## config.mk

```make
export PLATFORM = sky130hd
export DESIGN_NAME = cpa_segmented_adder
export DESIGN_NICKNAME = d
export VERILOG_FILES = /design/src/rtl/cpa_pkg.sv /design/src/rtl/cpa_cla16.sv /design/src/rtl/lookahead_generator_x4.sv /design/src/rtl/cpa_segmented_adder.sv
export SDC_FILE = /design/constraint.sdc
export NUM_CORES = 2
export LEC_CHECK = 0
export CORE_AREA = 2 2 303 305
export CTS_BUF_LIST = sky130_fd_sc_hd__clkbuf_8
export CTS_CLUSTER_DIAMETER = 50
export DETAILED_ROUTE_END_ITERATION = 8
export DIE_AREA = 0 0 305 307
export GPL_ROUTABILITY_DRIVEN = 0
export PLACE_DENSITY = 0.6
export SLEW_MARGIN = 20
export SYNTH_ARGS = -nofsm -noshare
export SYNTH_HDL_FRONTEND = slang
export SYNTH_SLANG_ARGS = --single-unit
```

## constraint.sdc

```tcl
create_clock -name clk -period 7.6 [get_ports clk]
set_input_delay 1.52 -clock clk [delete_from_list [all_inputs] [get_ports clk]]
set_output_delay 1.52 -clock clk [all_outputs]
set_load 0.02 [all_outputs]
```

## src/rtl/cpa_pkg.sv

```systemverilog
// Shared state encoding and sizing helpers for the segmented carry-propagate adder.
package cpa_pkg;

   typedef enum logic [1:0] {
      IDLE,
      RUN,
      DONE
   } cpaState_t;

   function automatic int calcNseg(input int dataW, input int segW);
      return dataW / segW;
   endfunction

   // A single-segment build still needs a 1-bit counter to keep the port widths legal.
   function automatic int calcCntW(input int nseg);
      return (nseg > 1) ? $clog2(nseg) : 1;
   endfunction

endpackage

```

## src/rtl/cpa_cla16.sv

```systemverilog
// 16-bit two-level carry-lookahead adder: four leaf lookahead cells under one root cell.
module cpa_cla16 (
   input  logic [15:0] i_a,
   input  logic [15:0] i_b,
   input  logic        i_cin,
   output logic [15:0] o_sum,
   output logic        o_p,
   output logic        o_g,
   output logic        o_cout
);

   logic [15:0] w_p;
   logic [15:0] w_g;
   logic [15:0] w_c;
   logic [3:0]  w_leafP;
   logic [3:0]  w_leafG;
   logic [3:0]  w_rootC;

   assign w_p = i_a ^ i_b;
   assign w_g = i_a & i_b;

   // The root resolves the carry into each nibble; each leaf then resolves its own bits.
   for (genvar i = 0; i < 4; i++) begin : g_leaf
      lookahead_generator_x4 u_leaf (
         .i_p   (w_p[4*i +: 4]),
         .i_g   (w_g[4*i +: 4]),
         .i_cin (w_rootC[i]),
         .o_c   (w_c[4*i +: 4]),
         .o_pg  (w_leafP[i]),
         .o_gg  (w_leafG[i])
      );
   end

   lookahead_generator_x4 u_root (
      .i_p   (w_leafP),
      .i_g   (w_leafG),
      .i_cin (i_cin),
      .o_c   (w_rootC),
      .o_pg  (o_p),
      .o_gg  (o_g)
   );

   assign o_sum  = w_p ^ w_c;
   assign o_cout = o_g | (o_p & i_cin);

endmodule

```

## src/rtl/lookahead_generator_x4.sv

```systemverilog
// Four-bit carry-lookahead cell: per-position carries plus group propagate/generate.
module lookahead_generator_x4 (
   input  logic [3:0] i_p,
   input  logic [3:0] i_g,
   input  logic       i_cin,
   output logic [3:0] o_c,
   output logic       o_pg,
   output logic       o_gg
);

   // o_c[n] is the carry into position n, so o_c[0] is simply the incoming carry.
   assign o_c[0] = i_cin;
   assign o_c[1] = i_g[0] | (i_p[0] & i_cin);
   assign o_c[2] = i_g[1] | (i_p[1] & i_g[0]) | (i_p[1] & i_p[0] & i_cin);
   assign o_c[3] = i_g[2] | (i_p[2] & i_g[1]) | (i_p[2] & i_p[1] & i_g[0])
                 | (&i_p[2:0] & i_cin);

   assign o_pg = &i_p;
   assign o_gg = i_g[3] | (i_p[3] & i_g[2]) | (i_p[3] & i_p[2] & i_g[1])
               | (&i_p[3:1] & i_g[0]);

endmodule

```

## src/rtl/cpa_segmented_adder.sv

```systemverilog
// Multi-cycle wide adder, SEG_W bits per cycle with a registered inter-segment carry.
// Optional subtract mode (in_sub port) is enabled by defining CPA_SUB_EN.
module cpa_segmented_adder
   import cpa_pkg::*;
#(
   parameter int DATA_W = 256,
   parameter int SEG_W  = 64
) (
   input  logic              clk,
   input  logic              rst,
   input  logic              in_valid,
   output logic              in_ready,
   input  logic [DATA_W-1:0] in_a,
   input  logic [DATA_W-1:0] in_b,
   input  logic              in_cin,
`ifdef CPA_SUB_EN
   input  logic              in_sub,
`endif
   output logic              out_valid,
   input  logic              out_ready,
   output logic [DATA_W-1:0] out_sum,
   output logic              out_cout
);

   localparam int NSEG  = calcNseg(DATA_W, SEG_W);
   localparam int CNT_W = calcCntW(NSEG);
   localparam int NGRP  = SEG_W / 16;

   cpaState_t          r_state;
   logic [CNT_W-1:0]   r_cnt;
   logic               r_carry;
   logic [DATA_W-1:0]  r_opA;
   logic [DATA_W-1:0]  r_opB;
   logic [DATA_W-1:0]  r_sum;

   logic [SEG_W-1:0]        w_segSum;
   logic [NGRP:0]           w_grpCarry;
   logic [NGRP-1:0]         w_grpP;
   logic [NGRP-1:0]         w_grpG;
   logic [DATA_W+SEG_W-1:0] w_sumShift;
   logic [DATA_W-1:0]       w_bCapture;
   logic                    w_carryCapture;

   assign w_grpCarry[0] = r_carry;

   // Groups ripple their carries combinationally inside one segment.
   for (genvar k = 0; k < NGRP; k++) begin : g_grp
      cpa_cla16 u_cla (
         .i_a    (r_opA[16*k +: 16]),
         .i_b    (r_opB[16*k +: 16]),
         .i_cin  (w_grpCarry[k]),
         .o_sum  (w_segSum[16*k +: 16]),
         .o_p    (w_grpP[k]),
         .o_g    (w_grpG[k]),
         .o_cout (w_grpCarry[k+1])
      );
   end

   // New segment enters at the top so after NSEG steps segment 0 lands at the bottom.
   assign w_sumShift = {w_segSum, r_sum};

`ifdef CPA_SUB_EN
   assign w_bCapture     = in_sub ? ~in_b : in_b;
   assign w_carryCapture = in_sub ? 1'b1 : in_cin;
`else
   assign w_bCapture     = in_b;
   assign w_carryCapture = in_cin;
`endif

   always_ff @(posedge clk) begin
      if (rst) begin
         r_state <= IDLE;
         r_cnt   <= '0;
         r_carry <= 1'b0;
         r_opA   <= '0;
         r_opB   <= '0;
         r_sum   <= '0;
      end else begin
         case (r_state)
            IDLE: begin
               if (in_valid) begin
                  r_opA   <= in_a;
                  r_opB   <= w_bCapture;
                  r_carry <= w_carryCapture;
                  r_cnt   <= '0;
                  r_state <= RUN;
               end
            end
            RUN: begin
               r_sum   <= w_sumShift[DATA_W+SEG_W-1:SEG_W];
               r_opA   <= r_opA >> SEG_W;
               r_opB   <= r_opB >> SEG_W;
               r_carry <= w_grpCarry[NGRP];
               r_cnt   <= r_cnt + CNT_W'(1);
               if (r_cnt == CNT_W'(NSEG - 1)) begin
                  r_state <= DONE;
               end
            end
            DONE: begin
               if (out_ready) begin
                  r_state <= IDLE;
               end
            end
            default: r_state <= IDLE;
         endcase
      end
   end

   assign in_ready  = (r_state == IDLE) && !rst;
   assign out_valid = (r_state == DONE);
   assign out_sum   = r_sum;
   assign out_cout  = r_carry;

endmodule

```

==> impl_metrics.toml <==
[status]
outcome = "completed"

[floorplanning]
start_util_pct = 35.2
rows = 111
die_w_um = 305
floorplan.die_area_sq_mm = 0.0936
die_h_um = 307
core-area_sq_mm = 0.0907
ioPinCount = 776

[power_and_ir_drop]
pwr-share-comb_pct = 15.6
p_clk_share_pct = 38.8
p_int_w = 0.00717
switching_share_pct = 29.2
power_density_mw_per_mm2 = 235
p_switching_w = 0.00295
p_leak_nw = 16.5
seq_power_share_pct = 45.5
ir_drop_uv = 151

[finish]
regArea_sq_mm = 0.0155
finalNetCount = 5194
final_cell_area_sq_mm = 0.0431
fill_cells = 9140
final_cell_mix = "1242 x nand2_1, 774 x clkdlybuf4s50_1, 773 x dfxtp_1, 548 x nor2_1, 384 x a311oi_1"
final_common_cell = "nand2_1"
area_delta_synth_final_pct = 35.2
multi_input_area_sq_mm = 0.0151
drive_gt1_share_pct = 5.24

[global_routing]
antenna_found_initial = 47
grt_pass1_wl_mm = 182
grt_pass1_vias = 28896
track_usage_pct = 25.5
grt_max_degree = 201
grt-ovfl-total = 0

[setup_path]
critPathMaxFanout = 93
cpLargestDelayFamily = "buffers and inverters"
crit_required_ns = 6.08
critPathCaptureType = "output pin"
crit_buf_inv = 2
cpPeakStageDelay_ns = 0.56
crit_path_cell_trace = "buf_8 > nor3_1 > clkdlybuf4s50_1"
start_kind = "input pin"
path_class = "input pin to output pin"
crit_arrival_ns = 2.73
slowest_stage = "clkdlybuf4s50_1"

[sta]
drv_slew = 0
min_period_over_period_pct = 55.9
rsz0062_at_grt = "false"
finalSetupTns_ns = 0
worst_clock_skew_ns = 0.0340
max_slew_margin_pct = 23.5
fmax_mhz = 235
setup_violations = 0
tightestPinTransition_ns = 1.15
min_period_ns = 4.25
hold_viol_final = 0

[synth]
yosysUniqueCellTypes = 53
synthMuxAreaShare_pct = 0.0314
yosys.area.top_type = "dfxtp_1"
syn_inst = 3983
synth_edf_count = 0
ys_warn_count = 0
yosys.area.top_type_share_pct = 48.5
postSynthNetCount = 4581
yosys-top-cells-area = "dfxtp_1 49%, nand2_1 15%, a311oi_1 11%"
ys_ff_latch = 773
synth_adder_area_share_pct = 3.56
synth.yosys.seq_area_share_pct = 48.5
synth_simple_gate_area_share_pct = 22.4
ys.flop_type = "dfxtp_1"
netlist_area_sq_mm = 0.0319
syn_avg_cell_area_sq_um = 8.00
synth_xor_area_share_pct = 1.13
synth-async-reset-ratio_pct = 0
synth_compound_area_share_pct = 20.2
synth_top_family_by_area = "simple AND/OR/NAND/NOR gates"

[routing]
drt-initial-drc-count = 2383
drt_first_pass_iters = 6
drc = 0
num_vias = 30415
via_per_inst = 5.15
drtAntennaViolNets = 0
drt-total-wl_mm = 124
wl_per_cell_um = 20.9

[clock_tree]
cts_tree = "yes"
cts.clk_slew.worst_paths_ns = 0.06
cts-buffers-inserted = 144
cts_setup_buffers = 0
insertion_delay_ns = 0.83
ctsHoldBuffers = 0
cts_resized = 0
cts-root-buf = "clkbuf_8"
cts_max_level = 4
cts_sinks = 773
clk_path_buf_depth = 3

[hold_path]
hp-class = "flip-flop to flip-flop"

[flow_run]
maxCapViolations = 0

[place]
placed_area_sq_mm = 0.0403
portBuffers = 775
detailed_place_hpwl_mm = 88.9
-- sequential cells by signal, indices dropped and copies added (netlist names) --
signal and count:
out_sum 256, r_opA 256, r_opB 256, r_cnt 2, r_state 2, out_cout 1
-- path summary, 6_finish.rpt --
check                                    to  cells past startpoint               startpoint  slack [ns]
setup / recovery                   in_ready                      3                      rst        3.35
hold / removal      out_sum[0]$_SDFFE_PP0P_                      2  out_sum[0]$_SDFFE_PP0P_        0.45
setup reg to reg  out_sum[245]$_SDFFE_PP0P_                     12   r_opA[11]$_SDFFE_PP0P_        3.76
hold reg to reg     out_sum[0]$_SDFFE_PP0P_                      2  out_sum[0]$_SDFFE_PP0P_        0.45
-- stage by stage --
stage | hold slack [ns] | setup slack [ns] | power (W) | cells | utilization, %
2_1_floorplan | 0.444 | 3.55 | 0.00550 | 3983 | -
3_3_place_gp | 0.441 | 3.23 | 0.00627 | 5636 | 44.4
3_5_place_dp | 0.446 | 3.22 | 0.00629 | 5636 | 44.4
4_1_cts | 0.454 | 3.37 | 0.0102 | 5878 | 47.4
5_1_grt | 0.472 | 3.29 | 0.0106 | 5902 | 47.5
6_report | 0.452 | 3.35 | 0.0101 | 5911 | 47.5
-- Yosys cell counts, types with 23 or more instances --
cell type  count
xnor2_1       27
nand2_1     1242
a21o_1        23
clkbuf_1     332
ha_1          65
a311oi_1     384
a211oi_1      24
dfxtp_1      773
nor2_1       551
o21ai_0       26
a21oi_1      252
a22oi_1      131
-- tightest hold or removal path: stages, from the launching register on --
cell	delay, ns
dfxtp_1	0.30
nand2_1	0.05
a21oi_1	0.05
-- final cells by class --
cell class / instances / area share [%]
Sequential cell: 773 / 35.9
Inverter: 11 / 0.0958
Clock buffer: 168 / 5.36
Timing Repair Buffer: 808 / 18.9
Multi-Input combinational cell: 2858 / 35.1
Antenna cell: 33 / 0.192
Clock inverter: 74 / 1.07
Tap cell: 1186 / 3.44
-- cell families after synthesis --
kind of cell               after synthesis
buffers and inverters                  352
AOI/OAI and AO/OA                      880
xor gates and xnor gates                41
DFF                                    773
adders and majority gates               81
muxes                                    1
and+or+nand+nor                       1855
-- per-layer routing --
metal	vias to the layer above	track usage (%)	share of wire, %
met2	864	41.7	47
met1	14214	31.2	42
met4	34	12.7	4.2
met5	-	0	0.17
li1	15059	-	-
met3	244	6.30	6.0
-- power groups by stage --
stage                     sequential, W  combinational (W)  clock, W
final                           0.00461            0.00158   0.00393
after global routing            0.00464            0.00174   0.00423
after CTS                       0.00462            0.00159   0.00403
after detailed placement        0.00470            0.00158         0
after global placement          0.00470            0.00157         0
after floorplan                 0.00461           0.000893         0
(Power assumes the default switching activity.)
